==> config.mk <==
export PLATFORM = sky130hd
export DESIGN_NAME = sample_gearbox_flat
export DESIGN_NICKNAME = d
export VERILOG_FILES = /design/src/rtl/sample_gearbox_if.sv /design/src/rtl/sample_gearbox.sv /design/src/flat_wrapper.sv
export SDC_FILE = /design/constraint.sdc
export NUM_CORES = 1
export LEC_CHECK = 0
export ABC_AREA = 1
export BUFFER_PORTS_ARGS = -buffer_cell sky130_fd_sc_hd__buf_2
export CORE_MARGIN = 2
export CORE_UTILIZATION = 50
export CTS_BUF_LIST = sky130_fd_sc_hd__clkbuf_4 sky130_fd_sc_hd__clkbuf_8
export DETAILED_ROUTE_END_ITERATION = 8
export PLACE_DENSITY = 0.68
export SKIP_CTS_REPAIR_TIMING = 1
export SYNTH_ARGS = -nofsm -noshare
export SYNTH_HDL_FRONTEND = slang
export SYNTH_SLANG_ARGS = --single-unit
==> constraint.sdc <==
create_clock -name clk -period 2.6 [get_ports clk]
set_input_delay 0.52 -clock clk [delete_from_list [all_inputs] [get_ports clk]]
set_output_delay 0.52 -clock clk [all_outputs]
set_load 0.02 [all_outputs]
==> src/rtl/sample_gearbox_if.sv <==
// sample_gearbox_if: squeeze-word input handshake and chunk output bundle for
// the sample_gearbox regrouping stage.
//   Din        [63:0]  squeeze word, Din[7:0] is the earliest byte
//   Din_valid          Din holds a valid word
//   Din_ready          gearbox takes Din this cycle
//   Dout       [55:0]  7-byte chunk, Dout[7:0] is the earliest byte
//   Dout_flag          Dout valid for this cycle only
//   block_done         one-cycle pulse on the last word of a rate block
//   chunk_cnt  [15:0]  emitted-chunk counter (only with GEARBOX_CHUNK_CNT_EN)
// master = word producer / chunk consumer side, slave = the gearbox.
interface sample_gearbox_if;
  logic [63:0] Din;
  logic        Din_valid;
  logic        Din_ready;
  logic [55:0] Dout;
  logic        Dout_flag;
  logic        block_done;
`ifdef GEARBOX_CHUNK_CNT_EN
  logic [15:0] chunk_cnt;

  modport master (output Din, Din_valid,
                  input  Din_ready, Dout, Dout_flag, block_done, chunk_cnt);
  modport slave  (input  Din, Din_valid,
                  output Din_ready, Dout, Dout_flag, block_done, chunk_cnt);
`else
  modport master (output Din, Din_valid,
                  input  Din_ready, Dout, Dout_flag, block_done);
  modport slave  (input  Din, Din_valid,
                  output Din_ready, Dout, Dout_flag, block_done);
`endif
endinterface

==> src/rtl/sample_gearbox.sv <==
// sample_gearbox: regroups 64-bit SHAKE squeeze words into 56-bit chunks for
// the 49-bit rejection sampler. Bytes are kept little-endian, oldest first, in
// a 15-byte buffer; one chunk leaves per cycle whenever 7 bytes are held.
// A word counter marks the end of each SHAKE rate block.
//
// Ports:
//   clk  - clock, rising edge
//   rst  - asynchronous reset, active low
//   clr  - synchronous clear of buffer, fill and word counter
//   gb   - sample_gearbox_if.slave (Din/Din_valid/Din_ready in,
//          Dout/Dout_flag/block_done out, plus chunk_cnt when enabled)
//
// Optional build macro GEARBOX_CHUNK_CNT_EN adds a saturating 16-bit count of
// emitted chunks on gb.chunk_cnt.
module sample_gearbox #(
  parameter int RATE_WORDS = 21,
  parameter int CNT_W      = 5
) (
  input  logic             clk,
  input  logic             rst,
  input  logic             clr,
  sample_gearbox_if.slave  gb
);

  localparam logic [CNT_W-1:0] WCNT_LAST = CNT_W'(RATE_WORDS - 1);

  logic [119:0]     byte_buf_p0;
  logic [3:0]       fill_p0;
  logic [CNT_W-1:0] wcnt_p0;

  logic [55:0]      dout_p1;
  logic             vld_p1;
  logic             block_done_p1;

  logic             emit;
  logic             din_ready;
  logic             accept;
  logic             wrap;
  logic [3:0]       base;
  logic [3:0]       fill_nxt;
  logic [119:0]     buf_nxt;

`ifdef GEARBOX_CHUNK_CNT_EN
  logic [15:0]      chunk_cnt_p1;

  function automatic logic [15:0] sat_inc16(input logic [15:0] v);
    return (v == 16'hFFFF) ? v : v + 16'd1;
  endfunction
`endif

  // Stage p0: buffer state -> emit/accept decision and next buffer image.
  // Din_ready depends on registers only, so it never loops back through
  // Din_valid. With emit, up to 14 held bytes still leave room for a word
  // after the shift-out; without emit the append alone must fit.
  always_comb begin
    emit      = (fill_p0 >= 4'd7);
    din_ready = emit ? (fill_p0 <= 4'd14) : (fill_p0 <= 4'd7);
    accept    = gb.Din_valid & din_ready;
    wrap      = (wcnt_p0 == WCNT_LAST);
    base      = emit ? (fill_p0 - 4'd7) : fill_p0;
    fill_nxt  = base + (accept ? 4'd8 : 4'd0);
    buf_nxt   = emit ? {56'd0, byte_buf_p0[119:56]} : byte_buf_p0;
    // base never exceeds 7 on an accept, so the word always lands in bytes 0..14.
    if (accept) begin
      buf_nxt = buf_nxt | ({56'd0, gb.Din} << {base, 3'b000});
    end
  end

  // Stage p1: registered chunk output, block marker and chunk counter.
  always_ff @(posedge clk or negedge rst) begin
    if (!rst) begin
      byte_buf_p0   <= '0;
      fill_p0       <= '0;
      wcnt_p0       <= '0;
      dout_p1       <= '0;
      vld_p1        <= 1'b0;
      block_done_p1 <= 1'b0;
`ifdef GEARBOX_CHUNK_CNT_EN
      chunk_cnt_p1  <= '0;
`endif
    end else if (clr) begin
      byte_buf_p0   <= '0;
      fill_p0       <= '0;
      wcnt_p0       <= '0;
      dout_p1       <= '0;
      vld_p1        <= 1'b0;
      block_done_p1 <= 1'b0;
`ifdef GEARBOX_CHUNK_CNT_EN
      chunk_cnt_p1  <= '0;
`endif
    end else begin
      byte_buf_p0   <= buf_nxt;
      fill_p0       <= fill_nxt;
      dout_p1       <= emit ? byte_buf_p0[55:0] : 56'd0;
      vld_p1        <= emit;
      block_done_p1 <= accept & wrap;
      if (accept) begin
        wcnt_p0 <= wrap ? '0 : wcnt_p0 + CNT_W'(1);
      end
`ifdef GEARBOX_CHUNK_CNT_EN
      if (emit) begin
        chunk_cnt_p1 <= sat_inc16(chunk_cnt_p1);
      end
`endif
    end
  end

  assign gb.Din_ready  = din_ready;
  assign gb.Dout       = dout_p1;
  assign gb.Dout_flag  = vld_p1;
  assign gb.block_done = block_done_p1;
`ifdef GEARBOX_CHUNK_CNT_EN
  assign gb.chunk_cnt  = chunk_cnt_p1;
`endif

endmodule

==> src/flat_wrapper.sv <==
// flat-port wrapper written by rule: the top's interface ports become plain ports
module sample_gearbox_flat 
#(
  parameter int RATE_WORDS = 21,
  parameter int CNT_W      = 5
)
  (clk, rst, clr, gb_Din, gb_Din_valid, gb_Din_ready, gb_Dout, gb_Dout_flag, gb_block_done);
  sample_gearbox_if gb_i ();
  input  logic clk;
  input  logic rst;
  input  logic clr;
  input wire logic [$bits(gb_i.Din)-1:0] gb_Din;
  input wire logic [$bits(gb_i.Din_valid)-1:0] gb_Din_valid;
  output wire logic [$bits(gb_i.Din_ready)-1:0] gb_Din_ready;
  output wire logic [$bits(gb_i.Dout)-1:0] gb_Dout;
  output wire logic [$bits(gb_i.Dout_flag)-1:0] gb_Dout_flag;
  output wire logic [$bits(gb_i.block_done)-1:0] gb_block_done;
  assign gb_i.Din = gb_Din;
  assign gb_i.Din_valid = gb_Din_valid;
  assign gb_Din_ready = gb_i.Din_ready;
  assign gb_Dout = gb_i.Dout;
  assign gb_Dout_flag = gb_i.Dout_flag;
  assign gb_block_done = gb_i.block_done;
  sample_gearbox #(.RATE_WORDS(RATE_WORDS), .CNT_W(CNT_W)) u_core (.clk(clk), .rst(rst), .clr(clr), .gb(gb_i));
endmodule
-- Yosys cells after proc, flatten, opt, wreduce, memory -nomap -nowiden
Index checks and enable logic that the tools add are counted.
- bits of input ports: 68
- memories kept: 0
- ROM bits: 0
- word-level logic and storage cells: 32
- bits in latches: 0
- register bits: 187
- RAM bits: 0
- bitwise gates (word level): 3
- magnitude comparators: 3
- divide/modulo/power cells: 0
- eq/ne operators: 1
- shifts and indexed selects: 1
- $mul: 0
- mux-type cells: 14
- add/subtract/negate cells: 3
- reductions and logical operators: 1
- operator list (kind ; number):
    $mux 120 ; 3
    $or 120x120->120 ; 1
    $shl 64x7->120 ; 1
    $mux 56 ; 2
    $mux 5 ; 3
    $mux 4 ; 3
    $add 5x1->5 const B ; 1
    $eq 5x5->1 const B ; 1
    $add 4x4->4 ; 1
    $ge 4x3->1 const B ; 1
    $le 4x3->1 const B ; 1
    $le 4x4->1 const B ; 1
    $sub 4x3->4 const B ; 1
    $mux 1 ; 3
    $and 1x1->1 ; 2
    $reduce_bool 2->1 ; 1

-- Depth between registers and ports, before layout
- depth after elaboration: 6
- depth in mapped cells: 14
- mapped depth without buffers: 13

-- Worst setup path before layout
Ideal clock, no wire load.
- path kind: register -> register
- start: register u_core.fill_p0[0]
- end: register u_core.byte_buf_p0[44]
- slack: 0.645 ns
- clock period less this slack: 1.955 ns
- arrival: 1.819 ns
- cell stages (with the launch flop): 14
- data required time: 2.464 ns
- library setup time: 0.136 ns
- cells stage by stage: dfrtp_1 -> inv_2 -> ha_1 -> inv_1 -> nand2_1 -> nand2_1 -> buf_6 -> inv_4 -> nand2_4 -> inv_2 -> buf_4 -> buf_6 -> nand2_1 -> a21oi_1
- elaborated cells between the ends (all ways): 12
- classes of those cells: add/sub: 1; order compare: 3; shift: 1; mux: 5; bitwise: 2
- RTL lines (item ; RTL line ; text):
    start, declared ; sample_gearbox.sv:28 ; logic [3:0] fill_p0;
    start signal, assigned ; sample_gearbox.sv:93 ; fill_p0 <= fill_nxt;
    $le 4x3->1, or another cell as far along ; sample_gearbox.sv:57 ; din_ready = emit ? (fill_p0 <= 4'd14) : (fill_p0 <= 4'd7);
    $mux 1 * ; sample_gearbox.sv:57 ;
    net gb_Din_ready ; flat_wrapper.sv:14 ; output wire logic [$bits(gb_i.Din_ready)-1:0] gb_Din_ready;
    $and 1x1->1 * ; sample_gearbox.sv:58 ; accept = gb.Din_valid & din_ready;
    $mux 120 * ; sample_gearbox.sv:64 ; if (accept) begin
    $mux 120 * ; sample_gearbox.sv:81 ; end else if (clr) begin
    end signal, assigned ; sample_gearbox.sv:92 ; byte_buf_p0 <= buf_nxt;
    end, declared ; sample_gearbox.sv:27 ; logic [119:0] byte_buf_p0;
Mark *: on every way through the listed nets, which the timed path passes. The rest lies on a longest branch.
A chain may end at the register's enable or synchronous reset.

-- Final worst setup path
- start: register u_core.fill_p0[0]
- end: register u_core.byte_buf_p0[73]
- longest elaborated chain between the ends: 6
- elaborated cells between the ends (all ways): 12
- classes of those cells: add/sub: 1; order compare: 3; shift: 1; mux: 5; bitwise: 2
- RTL lines (item ; RTL line ; text):
    $sub 4x3->4 / $ge 4x3->1 (equally long branches) ; sample_gearbox.sv:60, sample_gearbox.sv:56 ;
    $mux 4 ; sample_gearbox.sv:60 ; base = emit ? (fill_p0 - 4'd7) : fill_p0;
    $shl 64x7->120 ; sample_gearbox.sv:65 ; buf_nxt = buf_nxt | ({56'd0, gb.Din} << {base, 3'b000});
    $or 120x120->120 ; sample_gearbox.sv:65 ;
    $mux 120 * ; sample_gearbox.sv:64 ;
    $mux 120 * ; sample_gearbox.sv:81 ;
Every way passes the cells marked *; elsewhere a longest branch is shown, timed or not.

==> flow_metrics.tcl <==
set metrics [dict create \
    grt_use_total_pct 38.5 \
    postLayoutCellArea_um2 12400 \
    nets 1698 \
    relSlewSlack_pct 49.8 \
    via_count 11348 \
    fin_cells 1918 \
    hpwl_mm 31.1 \
    clk_latency_ns 0.48 \
    finalSetupViolCount 0 \
    hold_class "in2async" \
    antenna_found_initial 0 \
    syn_avg_cell_area_um2 7.09 \
    worstMarginPinSlew_ns 0.754 \
    mappedNetlistArea_um2 10900 \
    synth_nets 1608 \
    dr.pass1.iters 6 \
    grt_setup_unrepaired "no" \
    clock_skew_ns 0.0152 \
    viasPerCell 5.92 \
    status "finished, final reports clean" \
    antenna_left 0 \
    period_minus_slack_ns 2.46 \
    grt_pass1_wl_mm 64.7 \
    ctsHtreeMaxLevel 4 \
    cts_tree "yes" \
    slowest_delay_ns 0.52 \
    drc 0 \
    placed_cell_area_um2 12000 \
    placed_cells 1884 \
    num_rows 54 \
    fin_crit_sh_pct 94.7 \
    drt_iter0_markers 1468 \
    synthCells 1536 \
    clockRootBuffer "clkbuf_8" \
    syn2layout_area_growth_pct 13.5 \
    setup.worst_path.start_class "flip-flop" \
    slew_violations 0 \
    crit_path_cell_trace "ha_1 > nand2_4 > nand2_8 > nand2_4 > nand2_4 > buf_12 > nand2_1 > nand2_1 > nand3_1 > nand2_1 > nand3_1 > a21oi_1" \
    peakVddDrop_mv 0.300 \
    tns_ns 0 \
    wl_per_cell_um 22.4 \
    synth_cell_types 34 \
    core_um2 21600 \
    path_class "reg2reg" \
    grt_max_degree 70 \
    cap_violations 0 \
    numPortBuffers 126 \
    worstPathArrival_ns 2.87 \
    ys_seq_area_share_pct 42.9 \
    cts_sinks 187 \
    dieWidth_um 152 \
    cp_slowest_cell "dfrtp_1" \
    clockBufferDepth 2 \
    whs_ns 0.0278 \
    gr-total-overflow 0 \
    ys_ff_latch 187 \
    die_h_um 152 \
    p_leak_uw 0.00636 \
    hold_violations 0 \
    ios 127 \
    grt_pass1_vias 10585 \
    crit_fanout 40 \
    clk_pin_slew_ns 0.11 \
    antenna_cells 0 \
    ff2ff_setup_slack_ns 0.14 \
    route.final.wire_length_mm 43.0 \
    drive_gt1_share_pct 14.6 \
    place.gp.congestion 1.01 \
    yosysWarningCount 0 \
    numCtsBuffers 17 \
    reg2reg_depth 12 \
    cp-end-kind "flip-flop" \
    powerDensity_nw_per_um2 556 \
    cp.required_ns 3.00 \
    fmax_mhz 406 \
    initial_core_util_pct 50.4 \
    die-area_um2 23000 \
    n_fill_cell 2175 \
]
[final timing paths]
check | endpoint | start
worst max-delay path | u_core.byte_buf_p0[73] | u_core.fill_p0[0]
worst min-delay path | u_core.gb.Dout[11] | rst
worst max register to register | u_core.byte_buf_p0[73] | u_core.fill_p0[0]
worst min register to register | u_core.gb.Dout[29] | u_core.byte_buf_p0[29]
max in group asynchronous | u_core.wcnt_p0[4] | rst
min in group clk | u_core.gb.Dout_flag | clr
[per-layer routing]
metal  part of all wire [%]  track usage, %  routed length [µm]  vias to the layer above
li1                       -               -                   -                     5226
met1                     42            54.1               17900                     5339
met2                     42            55.2               18200                      685
met3                     12            12.5                5160                       96
met4                    4.0            14.4                1710                        2
met5                   0.11            1.59                  47                        -
[final cells by class]
| cell class | instances | area (µm²) | share of cell area (%) |
|---|---|---|---|
| well taps | 280 | 350 | 2.83 |
| flip-flops and latches | 187 | 4680 | 37.8 |
| clock buffers | 17 | 234 | 1.89 |
| clock inverters | 14 | 150 | 1.21 |
| multi-input cells | 1133 | 5250 | 42.5 |
| inverters | 107 | 412 | 3.33 |
| repair buffers | 180 | 1290 | 10.4 |
[per-stage QoR]
stage | setup WS, ns | power, µW | utilization (%)
finish | 0.137 | 6880 | 57.2
global placement | 0.233 | 4850 | 55.3
detailed placement | 0.105 | 4860 | 55.3
global route | 0.0173 | 7210 | 57.2
CTS | 0.0561 | 6860 | 57.1
floorplan | 0.645 | 4200 | -
[flip-flops by register name, indices dropped and copies added (netlist names)]
name / cells
u_core.byte_buf_p0: 120
u_core.fill_p0: 4
u_core.gb.Dout: 56
u_core.gb.Dout_flag: 1
u_core.gb.block_done: 1
u_core.wcnt_p0: 5
[worst max-delay path: cells and delay by family (launching register included)]
family / cells / cell delay, ns
AO/OA/AOI/OAI: 1 / 0.17
adder cells (fa/ha/maj): 1 / 0.27
buffers and inverters: 1 / 0.26
flip-flops: 1 / 0.52
AND/OR/NAND/NOR: 9 / 1.15
[placed cells by master, fill, tap and decap left out, drive strengths merged, types with 4 or more instances in the layout]
cell type	instances
nand2	452
clkbuf	18
o21ai	89
clkinv	4
dfrtp	187
ha	4
inv	115
or2	7
nand4	33
nor2	78
nand3	325
a21oi	132
buf	179
and2	7
[cell usage after synthesis (all sizes together)]
cell type  instances  area [µm²]
inv              107         409
ha                 4        50.1
dfrtp            187        4680
o21ai             89         457
buf               68         419
nand3            325        1640
and3               1        6.26
nor3               1        5.00
clkbuf            41         154
nand4             33         206
a21oi            132         661
a211oi             1        7.51
o2bb2ai            1        8.76
nand2            452        1760
nor2              78         323
or2                7        43.8
and2               7        43.8
xor2               1        8.76
mux2i              1        10.0
[power by group]
| group | switching [µW] | leakage (µW) | internal [µW] |
|---|---|---|---|
| sequential | 62.0 | 0.00253 | 3060 |
| clock | 1290 | 0.000190 | 720 |
| combinational | 1230 | 0.00364 | 517 |
| total | 2590 | 0.00636 | 4290 |
[cell families after synthesis]
group | count (synthesis) | share of synthesized area, %
adder cells (fa/ha/maj) | 4 | 0.459
AO/OA/AOI/OAI | 223 | 10.4
flip-flops | 187 | 42.9
XOR/XNOR | 1 | 0.0804
buffers and inverters | 216 | 9.01
multiplexers | 1 | 0.0919
AND/OR/NAND/NOR | 904 | 37.0
(Power assumes the default switching activity.)
